==> src/rtl/dmem_arbiter.sv <==
// dmem_arbiter: shares a single-port data memory between the CPU memory stage
// and a debug/loader port. The CPU normally has priority. A bounded wait counter
// forces a debug grant after MAX_WAIT consecutive losses. A lock mode hands the
// memory exclusively to the debugger for multi-cycle sequences.
// Grants are combinational, so read data returns in the same cycle as the grant.
module dmem_arbiter #(
    parameter int AW       = 32,
    parameter int DW       = 32,
    parameter int MAX_WAIT = 4
) (
    input  logic          clk,
    input  logic          reset,
    input  logic          cpu_req,
    input  logic          cpu_we,
    input  logic [AW-1:0] cpu_addr,
    input  logic [DW-1:0] cpu_wdata,
    output logic [DW-1:0] cpu_rdata,
    output logic          cpu_stall,
    input  logic          dbg_req,
    input  logic          dbg_we,
    input  logic          dbg_lock,
    input  logic [AW-1:0] dbg_addr,
    input  logic [DW-1:0] dbg_wdata,
    output logic [DW-1:0] dbg_rdata,
    output logic          dbg_ack,
    output logic          mem_we,
    output logic [AW-1:0] mem_addr,
    output logic [DW-1:0] mem_wdata,
    input  logic [DW-1:0] mem_rdata
);

    localparam int CW = $clog2(MAX_WAIT + 1);
    localparam logic [CW-1:0] WAIT_LIMIT = CW'(MAX_WAIT);
    localparam logic [CW-1:0] WAIT_ONE   = CW'(1);

    typedef enum logic {
        CPU_PRI  = 1'b0,
        DBG_LOCK = 1'b1
    } st_t;

    st_t           st_q, st_d;
    logic [CW-1:0] wait_cnt_q, wait_cnt_d;

    // Arbitration decisions before reset gating; they also steer the next state.
    logic force_s;
    logic gnt_dbg_raw_s;
    logic gnt_cpu_raw_s;
    // Grants after reset gating; these drive the memory and the handshakes.
    logic gnt_dbg_s;
    logic gnt_cpu_s;

    // Pick the winner from the current mode, the requests and the starvation count.
    always_comb begin
        force_s       = 1'b0;
        gnt_dbg_raw_s = 1'b0;
        gnt_cpu_raw_s = 1'b0;
        case (st_q)
            CPU_PRI: begin
                force_s       = dbg_req & (wait_cnt_q == WAIT_LIMIT);
                gnt_dbg_raw_s = dbg_req & (~cpu_req | force_s);
                gnt_cpu_raw_s = cpu_req & ~gnt_dbg_raw_s;
            end
            DBG_LOCK: begin
                gnt_dbg_raw_s = dbg_req;
                gnt_cpu_raw_s = 1'b0;
            end
            default: begin
                gnt_dbg_raw_s = 1'b0;
                gnt_cpu_raw_s = 1'b0;
            end
        endcase
        // While reset is held, nothing is serviced and nothing is stalled.
        gnt_dbg_s = gnt_dbg_raw_s & reset;
        gnt_cpu_s = gnt_cpu_raw_s & reset;
    end

    // Route the granted side onto the memory bus and form the handshakes.
    always_comb begin
        cpu_stall = reset & cpu_req & ~gnt_cpu_raw_s;
        dbg_ack   = gnt_dbg_s;
        cpu_rdata = mem_rdata;
        dbg_rdata = mem_rdata;
        if (gnt_dbg_s) begin
            mem_we    = dbg_we;
            mem_addr  = dbg_addr;
            mem_wdata = dbg_wdata;
        end else if (gnt_cpu_s) begin
            mem_we    = cpu_we;
            mem_addr  = cpu_addr;
            mem_wdata = cpu_wdata;
        end else begin
            // Idle bus: address/data are don't-care, keep them on the CPU side.
            mem_we    = 1'b0;
            mem_addr  = cpu_addr;
            mem_wdata = cpu_wdata;
        end
    end

    // Next mode and starvation count.
    always_comb begin
        st_d       = st_q;
        wait_cnt_d = wait_cnt_q;

        if (gnt_dbg_raw_s || !dbg_req) begin
            wait_cnt_d = '0;
        end else if (cpu_req && (wait_cnt_q != WAIT_LIMIT)) begin
            wait_cnt_d = wait_cnt_q + WAIT_ONE;
        end else begin
            wait_cnt_d = wait_cnt_q;
        end

        case (st_q)
            CPU_PRI: begin
                if (gnt_dbg_raw_s && dbg_lock) begin
                    st_d = DBG_LOCK;
                end else begin
                    st_d = CPU_PRI;
                end
            end
            DBG_LOCK: begin
                // The cycle that drops the lock still honours dbg_req.
                if (!dbg_lock) begin
                    st_d = CPU_PRI;
                end else begin
                    st_d = DBG_LOCK;
                end
            end
            default: begin
                st_d = CPU_PRI;
            end
        endcase
    end

    // State registers with synchronous active-low reset.
    always_ff @(posedge clk) begin
        if (!reset) begin
            st_q       <= CPU_PRI;
            wait_cnt_q <= '0;
        end else begin
            st_q       <= st_d;
            wait_cnt_q <= wait_cnt_d;
        end
    end

endmodule

==> config.mk <==
export PLATFORM = sky130hd
export DESIGN_NAME = dmem_arbiter
export DESIGN_NICKNAME = d
export VERILOG_FILES = /design/src/rtl/dmem_arbiter.sv
export SDC_FILE = /design/constraint.sdc
export NUM_CORES = 1
export LEC_CHECK = 0
export CORE_AREA = 2 2 117 119
export CTS_CLUSTER_DIAMETER = 50
export CTS_CLUSTER_SIZE = 12
export DETAILED_ROUTE_END_ITERATION = 16
export DIE_AREA = 0 0 119 121
export GPL_TIMING_DRIVEN = 1
export PLACE_DENSITY = 0.55
export SLEW_MARGIN = 25
export SYNTH_ARGS = -nofsm -noshare
export SYNTH_HDL_FRONTEND = slang
export SYNTH_SLANG_ARGS = --single-unit
==> constraint.sdc <==
create_clock -name clk -period 5.1 [get_ports clk]
set_clock_uncertainty 0.2 [all_clocks]
set_input_delay 0.51 -clock clk [delete_from_list [all_inputs] [get_ports clk]]
set_output_delay 0.51 -clock clk [all_outputs]
set_load 0.1 [all_outputs]
==> metrics.md <==
| Metric | Value |
|---|---|
| F_max | `0.260 GHz` |
| # Max-Cap Violations | `0` |
| Die area | `14,400 um2` |
| Clock Tree Root | `clkbuf_16` |
| TNS Setup | `0 ns` |
| Critical Path Start Type | `input pin` |
| Final non-filler cell area | `3300 um2` |
| Total track usage | `9.25%` |
| Vias in the first global route | `1,807` |
| Number of gates resized after cts | `0` |
| Final weighted congestion in routability-driven placement | `0.774` |
| Synthesized area per cell | `10.1 um2` |
| Number of flops mapped to enable cells by yosys | `0` |
| Number of buffers inserted to repair setup after CTS | `0` |
| Antenna cell count | `0` |
| Initial Utilization | `12.5%` |
| Total global routing overflow | `0` |
| Most common library cell in the layout ignoring fill and taps | `clkdlybuf4s50_1` |
| Synth top area cells | `mux2_4, buf_4, mux2_2, dfxtp_1, buf_6` |
| Post-placement cell count | `469` |
| Portion of synthesized cell area occupied by the leading cell type | `36.6%` |
| Ratio of cells with drive above 1 in the final layout | `39.2%` |
| H-tree Lvls | `1` |
| NumNets Final | `467` |
| Flops & latches, synth | `4` |
| Unique cell type count in the Yosys netlist | `18` |
| Number of vias after detailed routing | `1,684` |
| Status | `completed` |
| Clk_lat worst skew | `0.22 ns` |
| Post-route worst setup slack | `1.25 ns` |
| Clock buffer count from CTS | `3` |
| Slew at the pin closest to its max-slew limit | `0.983 ns` |
| Synthesized area | `1640 um2` |
| Die W | `119 um` |
| Port Buffers | `201` |
| Data arrival at the endpoint of the critical path | `3.14 ns` |
| Count of boundary I/O pins | `298` |
| Final core occ | `25.2%` |
| Prevailing post-synth register cell | `dfxtp_1` |
| Post-Synthesis Net Count | `331` |
| Overall die height | `121 um` |
| Hold Vio Cnt, Final | `0` |
| Count of pins over their slew limit | `0` |
| Post-Place Cell Area | `3220 um2` |
| Element type at the critical path end | `output pin` |
| Worst slack, placed | `1.26 ns` |
| Routed wire length | `7370 um` |
| Sink Count | `4` |
| Met3 track utilization from global routing | `5.78%` |
| Final Cycle Share | `75.4%` |
| Number of rows created at floorplan | `42` |
| Area of the core region | `13,100 um2` |
| Routed vias/inst | `3.57` |
| Setup repair after global routing missed its margin | `no` |
| First-pass GRT wire length | `10,300 um` |
| Final count of negative-setup-slack endpoints | `0` |
| Most area-hungry cell type in the Yosys netlist | `mux2_4` |
| Met1 global-route usage | `9.44%` |
| Highest-count cells in the layout ignoring fill and taps | `clkdlybuf4s50_1, buf_4, mux2_4` |
| Remaining DRCs | `0` |
| Pin count of the biggest net entering global routing | `46` |
| Mean routed wirelength per cell | `15.6 um` |
| Clk buf depth | `2` |
| Leak pwr | `1.34 nW` |
| Power Density | `210 nW/um2` |
| Sequential element share of the synthesized area | `4.89%` |
| Most congested layer reported by global routing | `met2` |
| Worst min-delay path class | `flip-flop to flip-flop` |
| Antenna violations before repair | `0` |
| Filler-free cell count of the finished design | `472` |
| Area Overhead vs Synth | `101%` |
| Slew HR | `34.2%` |
| Post-layout min period | `3.85 ns` |
| 1st-iter DRT viols | `32` |
| TritonCTS clock tree | `done` |
| Worst stage delay on the critical path | `1.13 ns` |
| Number of buffers inserted for hold repair after clock tree synthesis | `0` |
| Kind of critical path | `input pin to output pin` |
| Worst supply voltage drop on vdd | `0.0848 mV` |
| Length of the first detailed-routing pass in iterations | `4` |
| CP Cell Sequence | `clkdlybuf4s50_1 > a21bo_2 > o211a_4 > mux2_2 > clkdlybuf4s50_1` |
| Highest fanout seen on the critical path | `22` |
| Proportion of synthesized flip-flops having asynchronous set or reset | `0%` |
| Post-DP HPWL | `6280 um` |
| Synth warn | `0` |
| Cell count after synthesis | `162` |
| Clock slew seen by the registers of the worst setup and hold paths | `0.03 ns` |
| CP max stage cell | `clkdlybuf4s50_1` |
| Req. time, crit path | `4.39 ns` |
| Met2 demand-to-capacity share in global routing | `16.3%` |
| Cell repeated most along the worst path | `clkdlybuf4s50_1` |
| Antenna Violating Nets Remaining | `0` |
[final timing paths]
check / from / end / slack [ns] / cells past startpoint
max: cpu_req / mem_addr[30] / 1.25 / 5
min: wait_cnt_q[0] / wait_cnt_q[0] / 0.26 / 1
max reg2reg: wait_cnt_q[0] / st_q / 3.64 / 5
min reg2reg: wait_cnt_q[0] / wait_cnt_q[0] / 0.26 / 1
[state kept, by name, summed over array words and instances (netlist names)]
signal and flops:
wait_cnt_q 3, st_q 1
[layout make-up]
cell class | count | area, um2
Clock buffer | 3 | 75.1
Fill cell | 1371 | 9790
Multi-Input combinational cell | 85 | 1010
Timing Repair Buffer | 202 | 1900
Sequential cell | 4 | 80.1
Tap cell | 176 | 220
Inverter | 2 | 7.51
[metrics by stage]
step	power (mW)	hold slack [ns]
after floorplan	0.637	0.217
after global placement	0.571	0.236
after detailed placement	0.573	0.248
after CTS	0.699	0.252
after global routing	0.713	0.281
final	0.692	0.258
[synth_stat cells, types with 2 or more instances]
master	instances
mux2_4	40
nand3_1	2
a21oi_1	3
mux2_2	24
buf_4	64
buf_6	5
inv_1	2
nor2_1	3
nand2_1	5
ha_1	2
buf_2	2
dfxtp_1	4
[cells by family after synthesis]
family | after synthesis | share of synthesized area [%]
DFF | 4 | 4.89
muxes | 64 | 53.1
buffers and inverters | 73 | 33.8
and+or+nand+nor | 13 | 3.89
adders and majority gates | 2 | 1.53
AOI/OAI and AO/OA | 6 | 2.75
[report_power, final]
| group | leakage (nW) | switching (mW) | total, mW | internal (mW) |
|---|---|---|---|---|
| combinational | 1.27 | 0.347 | 0.538 | 0.191 |
| clock | 0.0370 | 0.0214 | 0.122 | 0.100 |
| sequential | 0.0325 | 0.000618 | 0.0328 | 0.0322 |
| total | 1.34 | 0.369 | 0.692 | 0.323 |
[layer usage]
layer	share of wire [%]	wire length, um	up-vias
met5	0	0	-
met3	17	1230	2
met2	49	3590	192
met4	0.26	19	0
li1	-	-	766
met1	34	2530	724
[critical path, delay by kind of cell]
family          cells  cell delay (ns)
buf+inv             2             1.70
compound gates      2             0.65
mux                 1             0.27
Power figures use the tool's default switching activity.
==> patch, RTL diff (same flow settings) <==
The parameter `AW` goes from 32 to 48.
--- a/src/rtl/dmem_arbiter.sv
+++ b/src/rtl/dmem_arbiter.sv
@@ -6,3 +6,3 @@
 module dmem_arbiter #(
-    parameter int AW       = 32,
+    parameter int AW       = 48,
     parameter int DW       = 32,
Interface: changed (resized cpu_addr, dbg_addr and mem_addr); port bits go from 298 to 346. No check against the original RTL was run, so the function may have changed too.
==> patch against the original RTL <==
  * Worst setup slack lost 190 ps
  * Sequential power is essentially flat
  * Hold slack lost 13 ps
  * Utilization grew 5.7 points
  * Routed wire length rose by 39%
  * Sequential share of layout area fell by 0.44 points
  * Total power increased by 21%
  * Sequential cell count unchanged
  * Synthesized area rose by 26%
  * Final area rose by 22%
  * Count of clock-buffer cells in the layout stayed put
  * Clock power is essentially flat
  * Largest cell class unchanged
==> patch: results (changes against the original RTL) <==
Drt
  – Wirelength, routed: 10,230 um (was 7370 um)
  – 1st-iter DRT viols: 42 (was 32)
  – Via count of the routed design: 1,974 (was 1,684)
  – Drt pass-1 iters: 3 (was 4)

GRT
  – Met1 Resource Use GR: 13.20% (was 9.440%)
  – Largest net degree at the start of global routing: 50 (was 46)
  – GRT Total Usage: 12.97% (was 9.248%)
  – Number of global-route vias before repair: 2,096 (was 1,807)
  – GR Layer Usage met2: 23.92% (was 16.34%)
  – Initial antenna violation count: 0 (unchanged)
  – Met3 global-route usage: 4.746% (was 5.780%)

Place
  – Area after DPL: 0.003965 sq mm (was 0.003224 sq mm)
  – Placer Congestion: 0.7797 (was 0.7736)
  – IO buf count: 249 (was 201)

STA
  – Least-Margin Pin Slew: 994.7 ps (was 983.2 ps)

Logic synthesis
  – Post-synthesis sequential area ratio: 3.869% (was 4.885%)
  – Post-synth net total: 381 (was 331)
  – Main synth FF type: dfxtp_1 (unchanged)
  – Area contributors post-synth: mux2_4, buf_4, buf_12 (was mux2_4, buf_4, mux2_2)
  – Top post-synthesis cells by count: mux2_4, buf_4, buf_12 (was buf_4, mux2_4, mux2_2)

Finish
  – Filler cells: 1,330 (was 1,371)
  – Layout Nets: 563 (was 467)
  – Share of layout cells above drive strength 1: 44.44% (was 39.19%)

Setup path
  – Slowest stage delay, CP: 810 ps (was 1130 ps)
  – Critical Path AT: 3330 ps (was 3140 ps)
  – Slowest cell on the critical path: buf_4 (was clkdlybuf4s50_1)
  – Worst R2R Path Depth: 5 (unchanged)
  – CP max FO: 49 (was 22)
  – R2r setup slk: 3660 ps (was 3640 ps)

Power and ir drop
  – Leak pwr: 0.001739 uW (was 0.001339 uW)
  – Peak supply drop: 111.0 uV (was 84.81 uV)

CTS
  – Setup Fix Bufs, Post-CTS: 0 (unchanged)

Run status
  – Outcome: completed (unchanged)
[patch: logic make-up (layout without fill, tap and decap cells)]
kind of cell / count (synthesis) / in the layout / synth area share (%)
adder cells (fa/ha/maj): 2 / 2 / 1.209
AND/OR/NAND/NOR: 13 / 13 / 3.204
flip-flops: 4 / 4 / 3.870
AO/OA/AOI/OAI: 6 / 6 / 2.176
multiplexers: 80 / 80 / 57.68
buffers and inverters: 75 / 255 / 31.86
[patch: where the power goes]
part | total [uW] | switching, uW | internal, uW
Combinational | 682 | 438 | 244
Sequential | 32.7 | 0.519 | 32.2
Clock | 122 | 21.5 | 100
[patch: layout make-up]
class	count	area [sq um]	area share (%)
clock buffers	3	75.07	1.858
inverters	2	7.507	0.1858
multi-input cells	101	1338	33.11
flip-flops and latches	4	80.08	1.982
well taps	176	220.2	5.451
repair buffers	250	2320	57.42
[patch: routing by layer]
layer	routed length (um)	up-vias
met4	375	0
met3	1114	39
met5	0	-
met1	3577	879
li1	-	923
met2	5161	133
[patch: per-stage QoR]
stage	setup WS [ps]	cells	hold WS [ps]	power (uW)
finish	1060	536	244.9	836.6
detailed placement	1042	533	244.3	719.2
CTS	1032	536	249.2	846.3
global route	924.4	536	283.0	859.6
floorplan	2283	180	217.3	746.5
global placement	1087	533	234.2	718.1
[patch: how the worst max path moves through the flow]
stage | end | slack, ps | cells past startpoint
2_1_floorplan | mem_we | 2280 | 5
5_1_grt | mem_addr[9] | 920 | 6
3_5_place_dp | mem_addr[9] | 1040 | 6
4_1_cts | mem_addr[9] | 1030 | 6
3_3_place_gp | mem_addr[9] | 1090 | 6
6_report | mem_addr[1] | 1060 | 6
[patch: critical path, delay by kind of cell]
family,cells,cell delay [ps]
compound gates,2,860
mux,1,360
buf+inv,3,1530
